**src/rtl/main_control_pkg.sv**
```systemverilog
// Shared encodings for the multicycle main control FSM and the ALU control unit.
package main_control_pkg;

    typedef enum logic [3:0] {
        FETCH   = 4'd0,
        DECODE  = 4'd1,
        MEMADR  = 4'd2,
        MEMRD   = 4'd3,
        MEMWB   = 4'd4,
        MEMWR   = 4'd5,
        RTYPEEX = 4'd6,
        ALUWB   = 4'd7,
        BEQEX   = 4'd8,
        ADDIEX  = 4'd9,
        ORIEX   = 4'd10,
        IMMWB   = 4'd11,
        JEX     = 4'd12
    } state_t;

    localparam logic [5:0] OP_LW    = 6'b100011;
    localparam logic [5:0] OP_SW    = 6'b101011;
    localparam logic [5:0] OP_RTYPE = 6'b000000;
    localparam logic [5:0] OP_BEQ   = 6'b000100;
    localparam logic [5:0] OP_ADDI  = 6'b001000;
    localparam logic [5:0] OP_ORI   = 6'b001101;
    localparam logic [5:0] OP_J     = 6'b000010;

    localparam logic [1:0] ALUOP_FUNCT = 2'b00;
    localparam logic [1:0] ALUOP_SUB   = 2'b01;
    localparam logic [1:0] ALUOP_ORI   = 2'b10;
    localparam logic [1:0] ALUOP_ADD   = 2'b11;

    localparam logic [1:0] SRCB_REGB    = 2'b00;
    localparam logic [1:0] SRCB_FOUR    = 2'b01;
    localparam logic [1:0] SRCB_IMM     = 2'b10;
    localparam logic [1:0] SRCB_IMM_SH2 = 2'b11;

    localparam logic [1:0] PCSRC_ALU    = 2'b00;
    localparam logic [1:0] PCSRC_ALUOUT = 2'b01;
    localparam logic [1:0] PCSRC_JUMP   = 2'b10;

endpackage

```
**src/rtl/main_control_fsm.sv**
```systemverilog
// Multicycle CPU main controller: Moore FSM with mem_ready gating on FETCH
// strobes and a combinational branch-qualified PC enable.
module main_control_fsm
    import main_control_pkg::*;
(
    input  logic       clk,
    input  logic       rst,
    input  logic [5:0] opcode,
    input  logic       zero,
    input  logic       mem_ready,
    output logic       mem_req,
    output logic       mem_we,
    output logic       iord,
    output logic       ir_write,
    output logic       reg_write,
    output logic       reg_dst,
    output logic       mem_to_reg,
    output logic       alu_src_a,
    output logic [1:0] alu_src_b,
    output logic [1:0] pc_src,
    output logic       pc_en,
    output logic [1:0] alu_opcode,
    output logic       illegal_op
);

    state_t state_q;
    state_t state_d;
    logic   pc_write;
    logic   branch;

    always_ff @(posedge clk or posedge rst) begin
        if (rst) begin
            state_q <= FETCH;
        end else begin
            state_q <= state_d;
        end
    end

    always_comb begin
        state_d    = FETCH;
        mem_req    = 1'b0;
        mem_we     = 1'b0;
        iord       = 1'b0;
        ir_write   = 1'b0;
        reg_write  = 1'b0;
        reg_dst    = 1'b0;
        mem_to_reg = 1'b0;
        alu_src_a  = 1'b0;
        alu_src_b  = SRCB_REGB;
        pc_src     = PCSRC_ALU;
        alu_opcode = ALUOP_FUNCT;
        illegal_op = 1'b0;
        pc_write   = 1'b0;
        branch     = 1'b0;

        case (state_q)
            FETCH: begin
                mem_req    = 1'b1;
                alu_src_b  = SRCB_FOUR;
                alu_opcode = ALUOP_ADD;
                ir_write   = mem_ready;
                pc_write   = mem_ready;
                state_d    = mem_ready ? DECODE : FETCH;
            end
            DECODE: begin
                alu_src_b  = SRCB_IMM_SH2;
                alu_opcode = ALUOP_ADD;
                case (opcode)
                    OP_LW, OP_SW: state_d = MEMADR;
                    OP_RTYPE:     state_d = RTYPEEX;
                    OP_BEQ:       state_d = BEQEX;
                    OP_ADDI:      state_d = ADDIEX;
                    OP_ORI:       state_d = ORIEX;
                    OP_J:         state_d = JEX;
                    default: begin
                        illegal_op = 1'b1;
                        state_d    = FETCH;
                    end
                endcase
            end
            MEMADR: begin
                alu_src_a  = 1'b1;
                alu_src_b  = SRCB_IMM;
                alu_opcode = ALUOP_ADD;
                state_d    = (opcode == OP_SW) ? MEMWR : MEMRD;
            end
            MEMRD: begin
                mem_req = 1'b1;
                iord    = 1'b1;
                state_d = mem_ready ? MEMWB : MEMRD;
            end
            MEMWB: begin
                reg_write  = 1'b1;
                mem_to_reg = 1'b1;
            end
            MEMWR: begin
                mem_req = 1'b1;
                mem_we  = 1'b1;
                iord    = 1'b1;
                state_d = mem_ready ? FETCH : MEMWR;
            end
            RTYPEEX: begin
                alu_src_a  = 1'b1;
                alu_opcode = ALUOP_FUNCT;
                state_d    = ALUWB;
            end
            ALUWB: begin
                reg_write = 1'b1;
                reg_dst   = 1'b1;
            end
            BEQEX: begin
                alu_src_a  = 1'b1;
                alu_opcode = ALUOP_SUB;
                pc_src     = PCSRC_ALUOUT;
                branch     = 1'b1;
            end
            ADDIEX: begin
                alu_src_a  = 1'b1;
                alu_src_b  = SRCB_IMM;
                alu_opcode = ALUOP_ADD;
                state_d    = IMMWB;
            end
            ORIEX: begin
                alu_src_a  = 1'b1;
                alu_src_b  = SRCB_IMM;
                alu_opcode = ALUOP_ORI;
                state_d    = IMMWB;
            end
            IMMWB: begin
                reg_write = 1'b1;
            end
            JEX: begin
                pc_src   = PCSRC_JUMP;
                pc_write = 1'b1;
            end
            default: state_d = FETCH;
        endcase

        pc_en = pc_write | (branch & zero);

        // The state register already sits in FETCH during reset; only the strobes need masking.
        if (rst) begin
            mem_req    = 1'b0;
            mem_we     = 1'b0;
            ir_write   = 1'b0;
            reg_write  = 1'b0;
            pc_en      = 1'b0;
            illegal_op = 1'b0;
        end
    end

endmodule

```
**config.mk**
```make
export PLATFORM = sky130hd
export DESIGN_NAME = main_control_fsm
export DESIGN_NICKNAME = d
export VERILOG_FILES = /design/src/rtl/main_control_pkg.sv /design/src/rtl/main_control_fsm.sv
export SDC_FILE = /design/constraint.sdc
export NUM_CORES = 1
export LEC_CHECK = 0
export CAP_MARGIN = 40
export CORE_MARGIN = 8
export CORE_UTILIZATION = 37
export DETAILED_ROUTE_END_ITERATION = 8
export GPL_TIMING_DRIVEN = 0
export PLACE_DENSITY_LB_ADDON = 0.1
export SETUP_SLACK_MARGIN = 0.05
export SYNTH_ARGS = -nofsm -noshare
export SYNTH_HDL_FRONTEND = slang
export SYNTH_SLANG_ARGS = --single-unit
```
**constraint.sdc**
```tcl
create_clock -name clk -period 1.4 [get_ports clk]
set_input_delay 0.14 -clock clk [delete_from_list [all_inputs] [get_ports clk]]
set_output_delay 0.14 -clock clk [all_outputs]
set_load 0.02 [all_outputs]
```
==> results of run 1 <==
kinds of logic after synthesis:
group / after synthesis
AND/OR/NAND/NOR: 47
AO/OA/AOI/OAI: 22
buffers and inverters: 11
flip-flops: 4
XOR/XNOR: 2
multiplexers: 1
Yosys cell counts, types with 2 or more instances:
library cell | count | area share
nor2_1 | 8 | 0.050
nor3_1 | 8 | 0.067
a21oi_1 | 7 | 0.059
nand2_1 | 7 | 0.044
buf_2 | 4 | 0.034
dfrtp_1 | 4 | 0.17
inv_1 | 4 | 0.025
nand2b_1 | 3 | 0.032
nand3_1 | 3 | 0.025
nor2b_1 | 3 | 0.032
a211oi_1 | 2 | 0.025
and2_1 | 2 | 0.021
clkbuf_1 | 2 | 0.013
o21ai_0 | 2 | 0.017
o22ai_1 | 2 | 0.021
o311ai_1 | 2 | 0.029
or2_1 | 2 | 0.021
xnor2_1 | 2 | 0.029
timing repair:
item | in CTS
resized for setup | 141
endpoints found under the setup margin | 20
pin swaps | 8
hold endpoints to repair | 0
gates cloned | 0
hold buffers | 0
buffers inserted | 16
stage by stage:
step	std cells	hold WS [ps]	setup WS, ps
floorplan	87	-85.77	-71.11
global placement	127	521.0	-711.0
detailed placement	127	517.9	-722.3
CTS	146	271.1	-335.6
==> results.sh, run 1 <==
export IMPL_yosys_area_share_simple=0.4454
export IMPL_ys_ff_latch=4
export IMPL_cts_sinks=4
export IMPL_chipWidth_microns=56.12
export IMPL_syn_num_nets=97
export IMPL_ys_flop_type="dfrtp_1"
export IMPL_clockBufferDepth=2
export IMPL_grt_max_degree=11
export IMPL_synthAdderAreaFrac=0
export IMPL_synth_cells=87
export IMPL_error="[ERROR DPL-0033] detailed placement checks failed during check placement."
export IMPL_pin_count=26
export IMPL_cts_root_buf="clkbuf_4"
export IMPL_stop_stage="5_1_grt"
export IMPL_place_gp_congestion=0.8435
export IMPL_crit_endpoint="illegal_op"
export IMPL_synth_compound_area_share=0.2479
export IMPL_async_reset_ff_frac=1.000
export IMPL_synth_xor_area_frac=0.02941
export IMPL_hpwlAfterDp_mm=1.500
export IMPL_synth_top_family_by_area="simple AND/OR/NAND/NOR gates"
export IMPL_synth_edff_count=0
export IMPL_die_h_microns=56.12
export IMPL_syn_mean_instance_area_sq_um=6.846
export IMPL_syn_cell_area_sq_um=595.6
export IMPL_initial_core_util=0.3953
export IMPL_rows=14
export IMPL_placed_area_sq_um=908.4
export IMPL_status="aborted with a tool error"
export IMPL_cts_max_level=1
export IMPL_ys_warn_count=0
export IMPL_cts_buffers=3
export IMPL_worstEndpointType="top-level output"
export IMPL_seq_area_frac_synth=0.1681
export IMPL_antenna_found_initial=0
export IMPL_synthMuxAreaShare=0.01891
export IMPL_io_buffers=24
export IMPL_ys_types=38
==> run 2, diff against run 1 <==
--- a/config.mk
+++ b/config.mk
@@ -6,12 +6,11 @@
 export NUM_CORES = 1
 export LEC_CHECK = 0
 export CAP_MARGIN = 40
-export CORE_MARGIN = 8
-export CORE_UTILIZATION = 37
+export CORE_AREA = 8 8 69 71
 export DETAILED_ROUTE_END_ITERATION = 8
+export DIE_AREA = 0 0 77 79
 export GPL_TIMING_DRIVEN = 0
-export PLACE_DENSITY_LB_ADDON = 0.1
-export SETUP_SLACK_MARGIN = 0.05
+export PLACE_DENSITY_LB_ADDON = 0.15
 export SYNTH_ARGS = -nofsm -noshare
 export SYNTH_HDL_FRONTEND = slang
 export SYNTH_SLANG_ARGS = --single-unit
==> constraint.sdc (replaced) <==
create_clock -name clk -period 1.82 [get_ports clk]
set_input_delay 0.182 -clock clk [delete_from_list [all_inputs] [get_ports clk]]
set_output_delay 0.182 -clock clk [all_outputs]
set_load 0.02 [all_outputs]
==> run 2 against run 1 <==
- the flow now finishes without violations
- synthesized area stayed put
- synthesized cell count stayed put
==> results.sh, run 2 <==
export IMPL_cpPeakStageDelay_ps=490
export IMPL_syn2layout_area_growth_pct=58.19
export IMPL_cts_root_buf="clkbuf_8"
export IMPL_cts_buffers=3
export IMPL_worst_pin_slew_ps=346.9
export IMPL_synthTopCellsByCount="nor2_1, nor3_1, a21oi_1, nand2_1"
export IMPL_worstPathCellList="clkdlybuf4s50_1, or3_4, o311ai_1, a211oi_1, buf_2"
export IMPL_grt_first_pass_wirelength_mm=3.739
export IMPL_drt_first_iter_violations=41
export IMPL_rsz0062_at_grt="true"
export IMPL_path_max_fanout=6
export IMPL_crit_arrival_ps=1630
export IMPL_leakage_nw=0.3990
export IMPL_min_path_type="in2async"
export IMPL_synth_edff_count=0
export IMPL_clockBufferDepth=2
export IMPL_largest_register="state_q"
export IMPL_status="finished clean"
export IMPL_syn_cell_area_sq_um=595.6
export IMPL_syn_num_nets=97
export IMPL_slew_viol_final=0
export IMPL_chipWidth_microns=77
export IMPL_ys_types=38
export IMPL_critical_path_class="in2out"
export IMPL_async_reset_ff_frac=1.000
export IMPL_pin_count=26
export IMPL_setup_viol=0
export IMPL_initial_core_util=0.1568
export IMPL_antenna_found_initial=0
export IMPL_cpMaxStageDelayCell="clkdlybuf4s50_1"
export IMPL_pre_cts_slack_ps=-366.0
export IMPL_core_sq_mm=0.003799
export IMPL_final_cell_mix="nor3_1, nor2_1, clkdlybuf4s50_1"
export IMPL_ys_ff_latch=4
export IMPL_ys_warn_count=0
export IMPL_cts_sinks=4
export IMPL_synth_area_leaders="dfrtp_1, nor3_1, a21oi_1, nor2_1, nand2_1"
export IMPL_finalCritPeriodShare=0.9939
export IMPL_finClkSkew_ps=1.541
export IMPL_hpwlAfterDp_mm=1.775
export IMPL_overflow=0
export IMPL_globalRouteTotalUtil=0.07509
export IMPL_seq_area_frac_synth=0.1681
export IMPL_layout_drive_gt1_share=0.2328
export IMPL_synth_cells=87
export IMPL_fmax_ghz=0.5528
export IMPL_num_vias=772
export IMPL_largest_reg_flops=4
export IMPL_final_nets=128
export IMPL_synth_largest_area_cell="dfrtp_1"
export IMPL_place_gp_congestion=0.8043
export IMPL_final_setup_worst_slack_ps=11.03
export IMPL_hold_violations=0
export IMPL_critPathLaunchType="primary input"
export IMPL_crit_required_ps=1640
export IMPL_worst_setup_path_end_kind="primary output"
export IMPL_relSlewSlack=0.7670
export IMPL_drv_cap=0
export IMPL_cts_tree="built"
export IMPL_drc=0
export IMPL_ys_flop_type="dfrtp_1"
export IMPL_dieArea_sq_mm=0.006083
export IMPL_syn_mean_instance_area_sq_um=6.846
export IMPL_first_pass_iters=4
export IMPL_cts_max_level=1
export IMPL_path_clk_slew_ps=30
export IMPL_die_h_microns=79
export IMPL_rows=23
export IMPL_diodes=0
export IMPL_synth_top_cell_area_share=0.1681
export IMPL_drt_total_wl_mm=2.268
export IMPL_vias_per_cell=4.651
export IMPL_grt_max_degree=11
export IMPL_insertion_delay_ps=210
export IMPL_power_density_mw_per_mm2=1592
export IMPL_grt_pass1_vias=753
export IMPL_avgRoutedWirePerCell_microns=13.66
export IMPL_reg_top3="state_q x4"
export IMPL_p_total_mw=1.500
export IMPL_postRouteAntennaNets=0
export IMPL_peakVddDrop_v=0.0003921
export IMPL_fin_crit_ps=1809
export IMPL_io_buffers=24
## run 2: cell counts after synthesis
Identical to the previous run, type by type.
## run 2: what timing repair did
item,4_1_cts,5_1_grt
gates resized for setup,36,17
pin swaps,0,1
hold buffers,0,0
setup endpoints to repair,16,9
buffers inserted,0,3
## run 2: final timing paths
| path | depth (start not counted) | slack (ps) | to | start |
|---|---|---|---|---|
| min in group clk | 4 | 370 | state_q[1]$_DFF_PP0_ | opcode[3] |
| min reg2reg | 3 | 690 | state_q[0]$_DFF_PP0_ | state_q[3]$_DFF_PP0_ |
| min | 2 | 350 | state_q[0]$_DFF_PP0_ | rst |
| max | 5 | 10 | illegal_op | opcode[0] |
| max reg2reg | 4 | 450 | state_q[1]$_DFF_PP0_ | state_q[3]$_DFF_PP0_ |
| max in group asynchronous | 2 | 1280 | state_q[3]$_DFF_PP0_ | rst |
## run 2: kinds of logic (layout without fill, tap and decap cells)
group,Yosys count,in the layout,share of synthesized area
mux,1,1,0.01891
xor+xnor,2,2,0.02942
compound gates,22,22,0.2479
buf+inv,11,40,0.09033
flops,4,4,0.1681
simple gates,47,47,0.4454
## run 2: metrics by stage
step                      TNS, ps  utilization  instance area, sq um  std cells  hold slack (ps)
after floorplan                 0            -                 595.6         87           -43.77
after global placement      -1589       0.2365                 898.4        161            561.9
after detailed placement    -1659       0.2365                 898.4        161            552.7
after CTS                  -76.89       0.2444                 928.4        164            332.1
after global routing       -275.2       0.2480                 942.2        166            380.2
final                           0       0.2480                 942.2        166            353.7
## run 2: power by group
part           leakage (nW)  internal (mW)  total, mW  switching [mW]
sequential           0.0480          0.130      0.174          0.0440
combinational         0.329          0.440       1.15           0.707
clock                0.0216          0.140      0.179          0.0385
## run 2: per-layer routing
layer / GRT usage / share of wire
met5: 0 / 0
met2: 0.1113 / 0.42
met4: 0.01887 / 0.0062
met3: 0.03386 / 0.093
met1: 0.09658 / 0.48
## run 2: layout make-up
| class | count | area (sq um) |
|---|---|---|
| inverter | 4 | 15.01 |
| clock buffer | 3 | 41.29 |
| multi-input combinational | 72 | 457.9 |
| timing repair buffer | 27 | 219.0 |
| fill | 445 | 2856 |
| sequential | 4 | 102.6 |
| buffer | 6 | 43.79 |
| tap | 50 | 62.56 |
## run 2: worst max-delay path: cells and delay by family
| family | cells | cell delay (ps) |
|---|---|---|
| compound gates | 2 | 340 |
| buf+inv | 2 | 670 |
| simple gates | 1 | 440 |
No activity file was read; power rests on OpenSTA's default activity.
